## src/rtl/motor_pwm_driver.sv

```systemverilog
// Two-wheel PWM driver: decodes the drive-mode code into per-wheel duty/direction
// targets and ramps each wheel toward them once per PWM period, with a zero-duty dead-band before reversing.
module motor_pwm_driver #(
  parameter int PWM_PERIOD   = 1000,
  parameter int CNT_W        = 10,
  parameter int RAMP_STEP    = 100,
  parameter int DEAD_PERIODS = 2,
  parameter int DUTY_SLOW    = 300,
  parameter int DUTY_MEDIUM  = 600,
  parameter int DUTY_FAST    = 900,
  parameter int DUTY_TURN    = 500
) (
  input  logic             clk_50,
  input  logic             reset,
  input  logic [3:0]       drive_state,
  output logic             pwm_left,
  output logic             pwm_right,
  output logic             dir_left,
  output logic             dir_right,
  output logic [CNT_W-1:0] duty_left,
  output logic [CNT_W-1:0] duty_right,
  output logic             settled
);

  localparam int DW = (DEAD_PERIODS < 2) ? 1 : $clog2(DEAD_PERIODS + 1);

  localparam logic [CNT_W-1:0] CNT_LAST  = CNT_W'(PWM_PERIOD - 1);
  localparam logic [CNT_W-1:0] D_SLOW    = CNT_W'(DUTY_SLOW);
  localparam logic [CNT_W-1:0] D_MEDIUM  = CNT_W'(DUTY_MEDIUM);
  localparam logic [CNT_W-1:0] D_FAST    = CNT_W'(DUTY_FAST);
  localparam logic [CNT_W-1:0] D_TURN    = CNT_W'(DUTY_TURN);
  localparam logic [CNT_W:0]   STEP_W    = (CNT_W + 1)'(RAMP_STEP);
  localparam logic [DW-1:0]    DEAD_LOAD = DW'(DEAD_PERIODS);

  typedef enum logic [1:0] {
    TRACK     = 2'd0,
    RAMP_DOWN = 2'd1,
    DEADBAND  = 2'd2
  } side_st_e;

  // Index 0 is the left wheel, index 1 the right wheel.
  logic [CNT_W-1:0] cnt_q, cnt_d;
  logic [3:0]       ds_q;
  logic             wrap;
  side_st_e         st_q   [2];
  side_st_e         st_d   [2];
  logic [CNT_W-1:0] duty_q [2];
  logic [CNT_W-1:0] duty_d [2];
  logic [DW-1:0]    dead_q [2];
  logic [DW-1:0]    dead_d [2];
  logic [1:0]       dir_q, dir_d;
  logic [1:0]       pwm_q, pwm_d;
  logic [1:0]       mism;
  logic             settled_q, settled_d;
  logic [1:0][CNT_W-1:0] tgt_duty;
  logic [1:0]            tgt_dir;

  // Saturating one-step move of cur toward tgt; never overshoots, never wraps.
  function automatic logic [CNT_W-1:0] ramp_to(input logic [CNT_W-1:0] cur,
                                               input logic [CNT_W-1:0] tgt);
    logic [CNT_W:0] cur_w, tgt_w, sum_w;
    cur_w = {1'b0, cur};
    tgt_w = {1'b0, tgt};
    sum_w = cur_w + STEP_W;
    if (cur_w < tgt_w)
      ramp_to = (sum_w >= tgt_w) ? tgt : sum_w[CNT_W-1:0];
    else if (cur_w > tgt_w)
      ramp_to = ((cur_w - tgt_w) <= STEP_W) ? tgt : CNT_W'(cur_w - STEP_W);
    else
      ramp_to = cur;
  endfunction

  always_comb begin
    tgt_duty = '0;
    tgt_dir  = 2'b11;
    case (ds_q)
      4'd1:  tgt_duty[1] = D_TURN;
      4'd2:  tgt_duty[0] = D_TURN;
      4'd3:  tgt_duty = {D_SLOW, D_SLOW};
      4'd4:  tgt_duty = {D_MEDIUM, D_MEDIUM};
      4'd5:  tgt_duty = {D_FAST, D_FAST};
      4'd6: begin
        tgt_duty = {D_SLOW, D_SLOW};
        tgt_dir  = 2'b00;
      end
      4'd7: begin
        tgt_duty[1] = D_TURN;
        tgt_dir[1]  = 1'b0;
      end
      4'd8: begin
        tgt_duty[0] = D_TURN;
        tgt_dir[0]  = 1'b0;
      end
      4'd9: begin
        tgt_duty   = {D_TURN, D_TURN};
        tgt_dir[0] = 1'b0;
      end
      4'd10: begin
        tgt_duty   = {D_TURN, D_TURN};
        tgt_dir[1] = 1'b0;
      end
      default: ;
    endcase
  end

  always_comb begin
    wrap      = (cnt_q == CNT_LAST);
    cnt_d     = wrap ? '0 : cnt_q + 1'b1;
    dir_d     = dir_q;
    settled_d = 1'b1;
    for (int s = 0; s < 2; s++) begin
      st_d[s]   = st_q[s];
      duty_d[s] = duty_q[s];
      dead_d[s] = dead_q[s];
      mism[s]   = (tgt_duty[s] != '0) && (tgt_dir[s] != dir_q[s]);
      pwm_d[s]  = (cnt_q < duty_q[s]);
      if (wrap) begin
        case (st_q[s])
          TRACK: begin
            if (mism[s] && duty_q[s] != '0) begin
              st_d[s] = RAMP_DOWN;
            end else if (mism[s]) begin
              st_d[s]   = DEADBAND;
              dead_d[s] = DEAD_LOAD;
            end else begin
              duty_d[s] = ramp_to(duty_q[s], tgt_duty[s]);
            end
          end
          RAMP_DOWN: begin
            if (!mism[s]) begin
              st_d[s]   = TRACK;
              duty_d[s] = ramp_to(duty_q[s], tgt_duty[s]);
            end else begin
              duty_d[s] = ramp_to(duty_q[s], '0);
              if (ramp_to(duty_q[s], '0) == '0) begin
                st_d[s]   = DEADBAND;
                dead_d[s] = DEAD_LOAD;
              end
            end
          end
          DEADBAND: begin
            // The dead-band always runs to completion; direction is only taken at its last wrap.
            dead_d[s] = dead_q[s] - 1'b1;
            if (dead_q[s] == DW'(1)) begin
              st_d[s] = TRACK;
              if (tgt_duty[s] != '0) dir_d[s] = tgt_dir[s];
            end
          end
          default: st_d[s] = TRACK;
        endcase
      end
      if (st_q[s] != TRACK || duty_q[s] != tgt_duty[s] || mism[s]) settled_d = 1'b0;
    end
  end

  always_ff @(posedge clk_50 or posedge reset) begin
    if (reset) begin
      cnt_q     <= '0;
      ds_q      <= 4'd0;
      dir_q     <= 2'b11;
      pwm_q     <= 2'b00;
      settled_q <= 1'b1;
      for (int s = 0; s < 2; s++) begin
        st_q[s]   <= TRACK;
        duty_q[s] <= '0;
        dead_q[s] <= '0;
      end
    end else begin
      cnt_q     <= cnt_d;
      ds_q      <= drive_state;
      dir_q     <= dir_d;
      pwm_q     <= pwm_d;
      settled_q <= settled_d;
      for (int s = 0; s < 2; s++) begin
        st_q[s]   <= st_d[s];
        duty_q[s] <= duty_d[s];
        dead_q[s] <= dead_d[s];
      end
    end
  end

  assign pwm_left   = pwm_q[0];
  assign pwm_right  = pwm_q[1];
  assign dir_left   = dir_q[0];
  assign dir_right  = dir_q[1];
  assign duty_left  = duty_q[0];
  assign duty_right = duty_q[1];
  assign settled    = settled_q;

endmodule

```

## config.mk

```make
export PLATFORM = sky130hd
export DESIGN_NAME = motor_pwm_driver
export DESIGN_NICKNAME = d
export VERILOG_FILES = /design/src/rtl/motor_pwm_driver.sv
export SDC_FILE = /design/constraint.sdc
export NUM_CORES = 1
export LEC_CHECK = 0
export ABC_AREA = 1
export CAP_MARGIN = 0
export CORE_AREA = 2 2 124 126
export DETAILED_ROUTE_END_ITERATION = 16
export DIE_AREA = 0 0 126 128
export HOLD_SLACK_MARGIN = 0.08
export PLACE_DENSITY = 0.57
export SETUP_SLACK_MARGIN = 0.2
export SLEW_MARGIN = 40
export SYNTH_ARGS = -nofsm -noshare
export SYNTH_HDL_FRONTEND = slang
export SYNTH_SLANG_ARGS = --single-unit
export TNS_END_PERCENT = 10
```

## constraint.sdc

```tcl
create_clock -name clk_50 -period 7.85 [get_ports clk_50]
set_input_delay 0.785 -clock clk_50 [delete_from_list [all_inputs] [get_ports clk_50]]
set_output_delay 0.785 -clock clk_50 [all_outputs]
set_load 0.01 [all_outputs]
```

# Yosys cells after proc, flatten, opt, wreduce, memory -nomap -nowiden
# Cells that the tools add are included.
[word_totals]
ff_bits = 47
output_inout_bits = 25
word_cells = 158
in_bits = 6
[op_classes]
muxes = 51
order_cmp = 14
eq_ne = 37
reduce_logical = 35
add_sub_neg = 9
[ops]
columns = ["operator", "n"]
rows = [
  ["$mux W10", 25],
  ["$pmux W10 S4", 2],
  ["$lt A10 B10 Y1", 4],
  ["$pmux W10 S2", 2],
  ["$reduce_bool A10 Y1", 4],
  ["$mux W2", 14],
  ["$ne A2 B2 Y1 const B", 12],
  ["$pmux W2 S3", 4],
  ["$reduce_and A4 Y1", 6],
  ["$add A10 B7 Y11 const B", 2],
  ["$ge A11 B10 Y1", 2],
  ["$le A11 B7 Y1 const B", 2],
  ["$sub A10 B10 Y11", 2],
  ["$gt A10 B1 Y1 const B", 2],
  ["$gt A10 B10 Y1", 2],
  ["$le A10 B7 Y1 const B", 2],
  ["$logic_not A10 Y1", 2],
  ["$ne A10 B10 Y1", 2],
  ["$sub A10 B7 Y10 const B", 2],
  ["$eq A4 B3 Y1 const B", 4],
  ["$eq A4 B4 Y1 const B", 3],
  ["$ne A3 B3 Y1 const B", 4],
  ["$reduce_and A6 Y1", 2],
  ["$add A10 B1 Y10 const B", 1],
  ["other kinds (16)", 39],
]

# Depth between registers and ports, before layout
[logic_depth]
ltp_word = 12
ltp_mapped = 27
depth_no_buf = 27

# Worst setup path before layout
# OpenSTA, ideal clock, no wires.
[synth_path]
kind = "flip-flop to flip-flop"
start = "register ds_q[1]"
end = "register duty_q, in the netlist duty_left[2]"
synth_period_minus_slack_ns = 2.923
t_required_ns = 7.734
slack_ns = 4.927
n_path_buf = 0
arrival_time_ns = 2.807
setup_ns = 0.116
path_stages_with_launch = 22
path_cell_list = "dfrtp_1 inv_2 nor2_2 nand2_1 nand2_1 nor2_1 nand2_1 ha_1 inv_1 fa_1 a21oi_1 nand2_1 nand2_1 nor2_1 nor2_2 nand2_2 nand2_1 nand3_1 a21oi_1 nand2_1 nand2_1 nand2_1"
[synth_between]
elab_chain_cells = 11
elab_cells_between_ends = 33
cone_classes = "1 x add/sub; 4 x order compare; 11 x eq/ne; 10 x mux; 7 x reduce/logical"
[synth_lines]
columns = ["element", "line_no", "text"]
rows = [
  ["start, declared", "43", "logic [3:0] ds_q;"],
  ["start signal, assigned", "170", "ds_q <= drive_state;"],
  ["$eq A4 B4 Y1 (tied with other cells)", "76", "case (ds_q)"],
  ["$reduce_or A4 Y1 (no source line) or $reduce_or A2 Y1 (tied branches)", "--", ""],
  ["$pmux W10 S4", "76", ""],
  ["$sub A10 B10 Y11", "68", "ramp_to = ((cur_w - tgt_w) <= STEP_W) ? tgt : CNT_W'(cur_w - STEP_W);"],
  ["$le A11 B7 Y1", "68", ""],
  ["$mux W10", "68", ""],
  ["$mux W10", "67", "else if (cur_w > tgt_w)"],
  ["$mux W10", "65", "if (cur_w < tgt_w)"],
  ["$mux W10", "122", "end else if (mism[s]) begin"],
  ["$mux W10", "120", "if (mism[s] && duty_q[s] != '0) begin"],
  ["$pmux W10 S2", "118", "case (st_q[s])"],
  ["end signal, assigned by index", "176", "duty_q[s] <= duty_d[s];"],
  ["end, declared", "47", "logic [CNT_W-1:0] duty_q [2];"],
]
# Parallel ways exist; a longest one is shown, timed or not. The select of a mux whose other input is x is not followed.
# A chain may end at the register's enable or synchronous reset.

# Worst setup path after layout
[layout_path]
start = "register ds_q[1]"
end = "register duty_q, in the netlist duty_left[6]"
# Same word-level chain as after synthesis.

==> results_dict.tcl <==
set metrics [dict create \
    dr.pass1.iters 5 \
    power_frac_comb_pct 25.1 \
    final_common_cell "nand2_1" \
    worst-setup-path-type "reg2reg" \
    slew_violations 0 \
    p_leak_nw 3.63 \
    ant_nets 0 \
    max_slew.worst_pin.slew_ns 0.718 \
    power_switching_w 0.000213 \
    tns_ns 0 \
    async_flop_share_pct 100 \
    ys.flop_type "dfrtp_1" \
    synth_xor_area_share_pct 3.33 \
    crit_path_start_kind "register" \
    yosysSeqAreaShare_pct 20.4 \
    synth_top_family_by_area "simple AND/OR/NAND/NOR gates" \
    die_area_sq_um 16100 \
    syn_inst 932 \
    ir_worst_vdd_v 0.0000721 \
    synth_compound_area_share_pct 10.7 \
    vias 5995 \
    die_y_um 128 \
    cts_resized 0 \
    min_period_ns 3.56 \
    io_buffers 30 \
    cts.clk_slew.worst_paths_ns 0.08 \
    switching_share_pct 33.5 \
    crit_arrival_ns 3.77 \
    grt_overflow 0 \
    drc 0 \
    fmax_mhz 281 \
    numCtsBuffers 5 \
    mostFrequentLayoutCells "292 x nand2_1, 127 x inv_1, 79 x nor2_1" \
    wl_per_cell_um 14.9 \
    yosys.area_share.simple_pct 40.2 \
    synth_area_sq_um 5790 \
    hold_viol_final 0 \
    rsz0062_at_grt "no" \
    hp-class "reg2reg" \
    fin_skew_ns 0.0179 \
    min_period_over_period_pct 45.4 \
    clk_path_buf_depth 2 \
    synth_cell_types 42 \
    clock_sinks 47 \
    layout-drive-gt1-share_pct 7.08 \
    grt_max_degree 48 \
    drtIter0Drc 515 \
    area_growth_syn_to_layout_pct 10.8 \
    drv_cap 0 \
    nNetsFinal 1030 \
    place_congestion 0.916 \
    first_global_vias 5598 \
    diodes 0 \
    worst_path_largest_cell_delay_ns 0.44 \
    num-fill-cells 1647 \
    setup_violations 0 \
    vias_per_cell 5.22 \
    p_int_w 0.000422 \
    row_count 45 \
    cp_num_buf_inv 2 \
    ys_ff_latch 47 \
    total_power_w 0.000635 \
    seqPwrFrac_pct 38.5 \
    hold_buffers 0 \
    yosysWarnings 0 \
    cts_tree "built" \
    grt_pass1_wl_mm 28.8 \
    pwr_density_cell_nw_per_um2 99.0 \
    grt_usage_pct 22.1 \
    cp_slowest_cell "dfrtp_1" \
    htree_levels 2 \
    status "finished clean" \
    cp_cell_sequence "inv_2 > nor2_2 > nand2_1 > nand2_1 > nor2_1 > nand2_1 > ha_1 > inv_1 > fa_1 > a21oi_1 > nand2_1 > nand2_1 > nor2_1 > nor2_2 > nand2_2 > nand2_1 > nand3_1 > a21oi_1 > nand2_1 > nand2_1 > nand2_1" \
    antenna_found_initial 0 \
    synth_mux_area_share_pct 0.346 \
    ios 31 \
    synth_edf_count 0 \
    avgSynthCellArea_sq_um 6.21 \
    required_ns 8.06 \
    pwr-share-clk_pct 36.4 \
    end_kind "register" \
    totalWireLength_mm 17.1 \
    clk_latency_ns 0.31 \
    crit_top_cell "nand2_1" \
    max_slew_margin_pct 52.0 \
    synth_fp_nets 1003 \
    cts_setup_buffers 0 \
    initial_utilization_pct 39.0 \
    dpl.hpwl_mm 13.3 \
    path_delay_family "simple AND/OR/NAND/NOR gates" \
    crit_path_max_fanout 8 \
    yosys.area_share.adder_pct 14.3 \
    core_sq_um 14900 \
    die_w_um 126 \
    cts-root-buf "clkbuf_16" \
]
==> cell type report <==
cell class | instances | area, sq um | share of cell area (%)
well taps | 188 | 235 | 3.67
multi-input cells | 728 | 3990 | 62.2
flip-flops and latches | 47 | 1180 | 18.4
inverters | 146 | 548 | 8.54
repair buffers | 31 | 308 | 4.80
clock buffers | 6 | 139 | 2.16
clock inverters | 2 | 16.3 | 0.253
==> path summary, 6_finish.rpt <==
| check | depth (start not counted) | to | start | slack, ns |
|---|---|---|---|---|
| min in group asynchronous | 3 | duty_left[4] | reset | 0.98 |
| min | 2 | dead_q[3] | dead_q[3] | 0.50 |
| max in group asynchronous | 3 | duty_right[8] | reset | 6.42 |
| max | 21 | duty_left[6] | ds_q[1] | 4.29 |
| min reg2reg | 2 | dead_q[3] | dead_q[3] | 0.50 |
| max reg2reg | 21 | duty_left[6] | ds_q[1] | 4.29 |
==> Yosys cell counts, types with 4 or more instances <==
library cell,n,area share (%)
nor2_2,11,1.2
nor3_1,6,0.52
nand3_2,5,0.86
buf_2,4,0.35
xnor2_1,5,0.76
nand3b_1,5,0.65
inv_2,17,1.1
nor2_1,79,5.1
inv_1,128,8.3
o21ai_0,32,2.8
a21oi_1,51,4.4
nand2_1,292,19
or2_2,5,0.54
nand4_1,38,4.1
o21ai_1,8,0.69
ha_1,63,14
xor2_1,17,2.6
nand3_1,72,6.2
o211ai_1,4,0.52
nand2_2,9,0.97
dfrtp_1,44,19
==> power groups by stage <==
stage,clock (W),combinational [W],sequential [W]
floorplan,0,0.000121,0.000249
global placement,0,0.000158,0.000249
detailed placement,0,0.000158,0.000249
CTS,0.000241,0.000159,0.000244
global route,0.000246,0.000183,0.000245
finish,0.000231,0.000159,0.000245
==> per-layer routing <==
metal  GRT usage, %  vias to the layer above  part of all wire (%)
li1               -                     3071                     -
met1           32.4                     2759                    50
met2           34.0                      142                    44
met3           2.38                       23                   4.5
met4           7.37                        0                   1.7
met5              0                        -                     0
==> metrics by stage <==
step           std cells  setup slack, ns  cell area, sq um  hold slack (ns)  utilization (%)
2_1_floorplan        932             4.93              5790            0.459                -
5_1_grt             1148             3.84              6420            0.547             43.2
6_report            1148             4.29              6420            0.499             43.2
4_1_cts             1148             4.31              6420            0.504             43.2
3_3_place_gp        1140             4.33              6260            0.483             42.1
3_5_place_dp        1140             4.30              6260            0.488             42.1
==> registers in the layout, indices dropped and copies added (netlist names) <==
name / cells
duty_left: 10
pwm_q: 2
cnt_q: 10
duty_right: 10
ds_q: 4
dead_q: 4
st_q: 4
settled: 1
dir_q: 2
==> cells by family after synthesis <==
logic type / Yosys count
muxes: 2
AOI/OAI and AO/OA: 110
adders and majority gates: 65
buffers and inverters: 157
xor gates and xnor gates: 22
and+or+nand+nor: 529
DFF: 47
==> worst min-delay path, delay by kind of cell (launching register included) <==
kind | cells | cell delay, ns
DFF | 1 | 0.34
AOI/OAI and AO/OA | 1 | 0.07
and+or+nand+nor | 1 | 0.05
(Power assumes the default switching activity.)
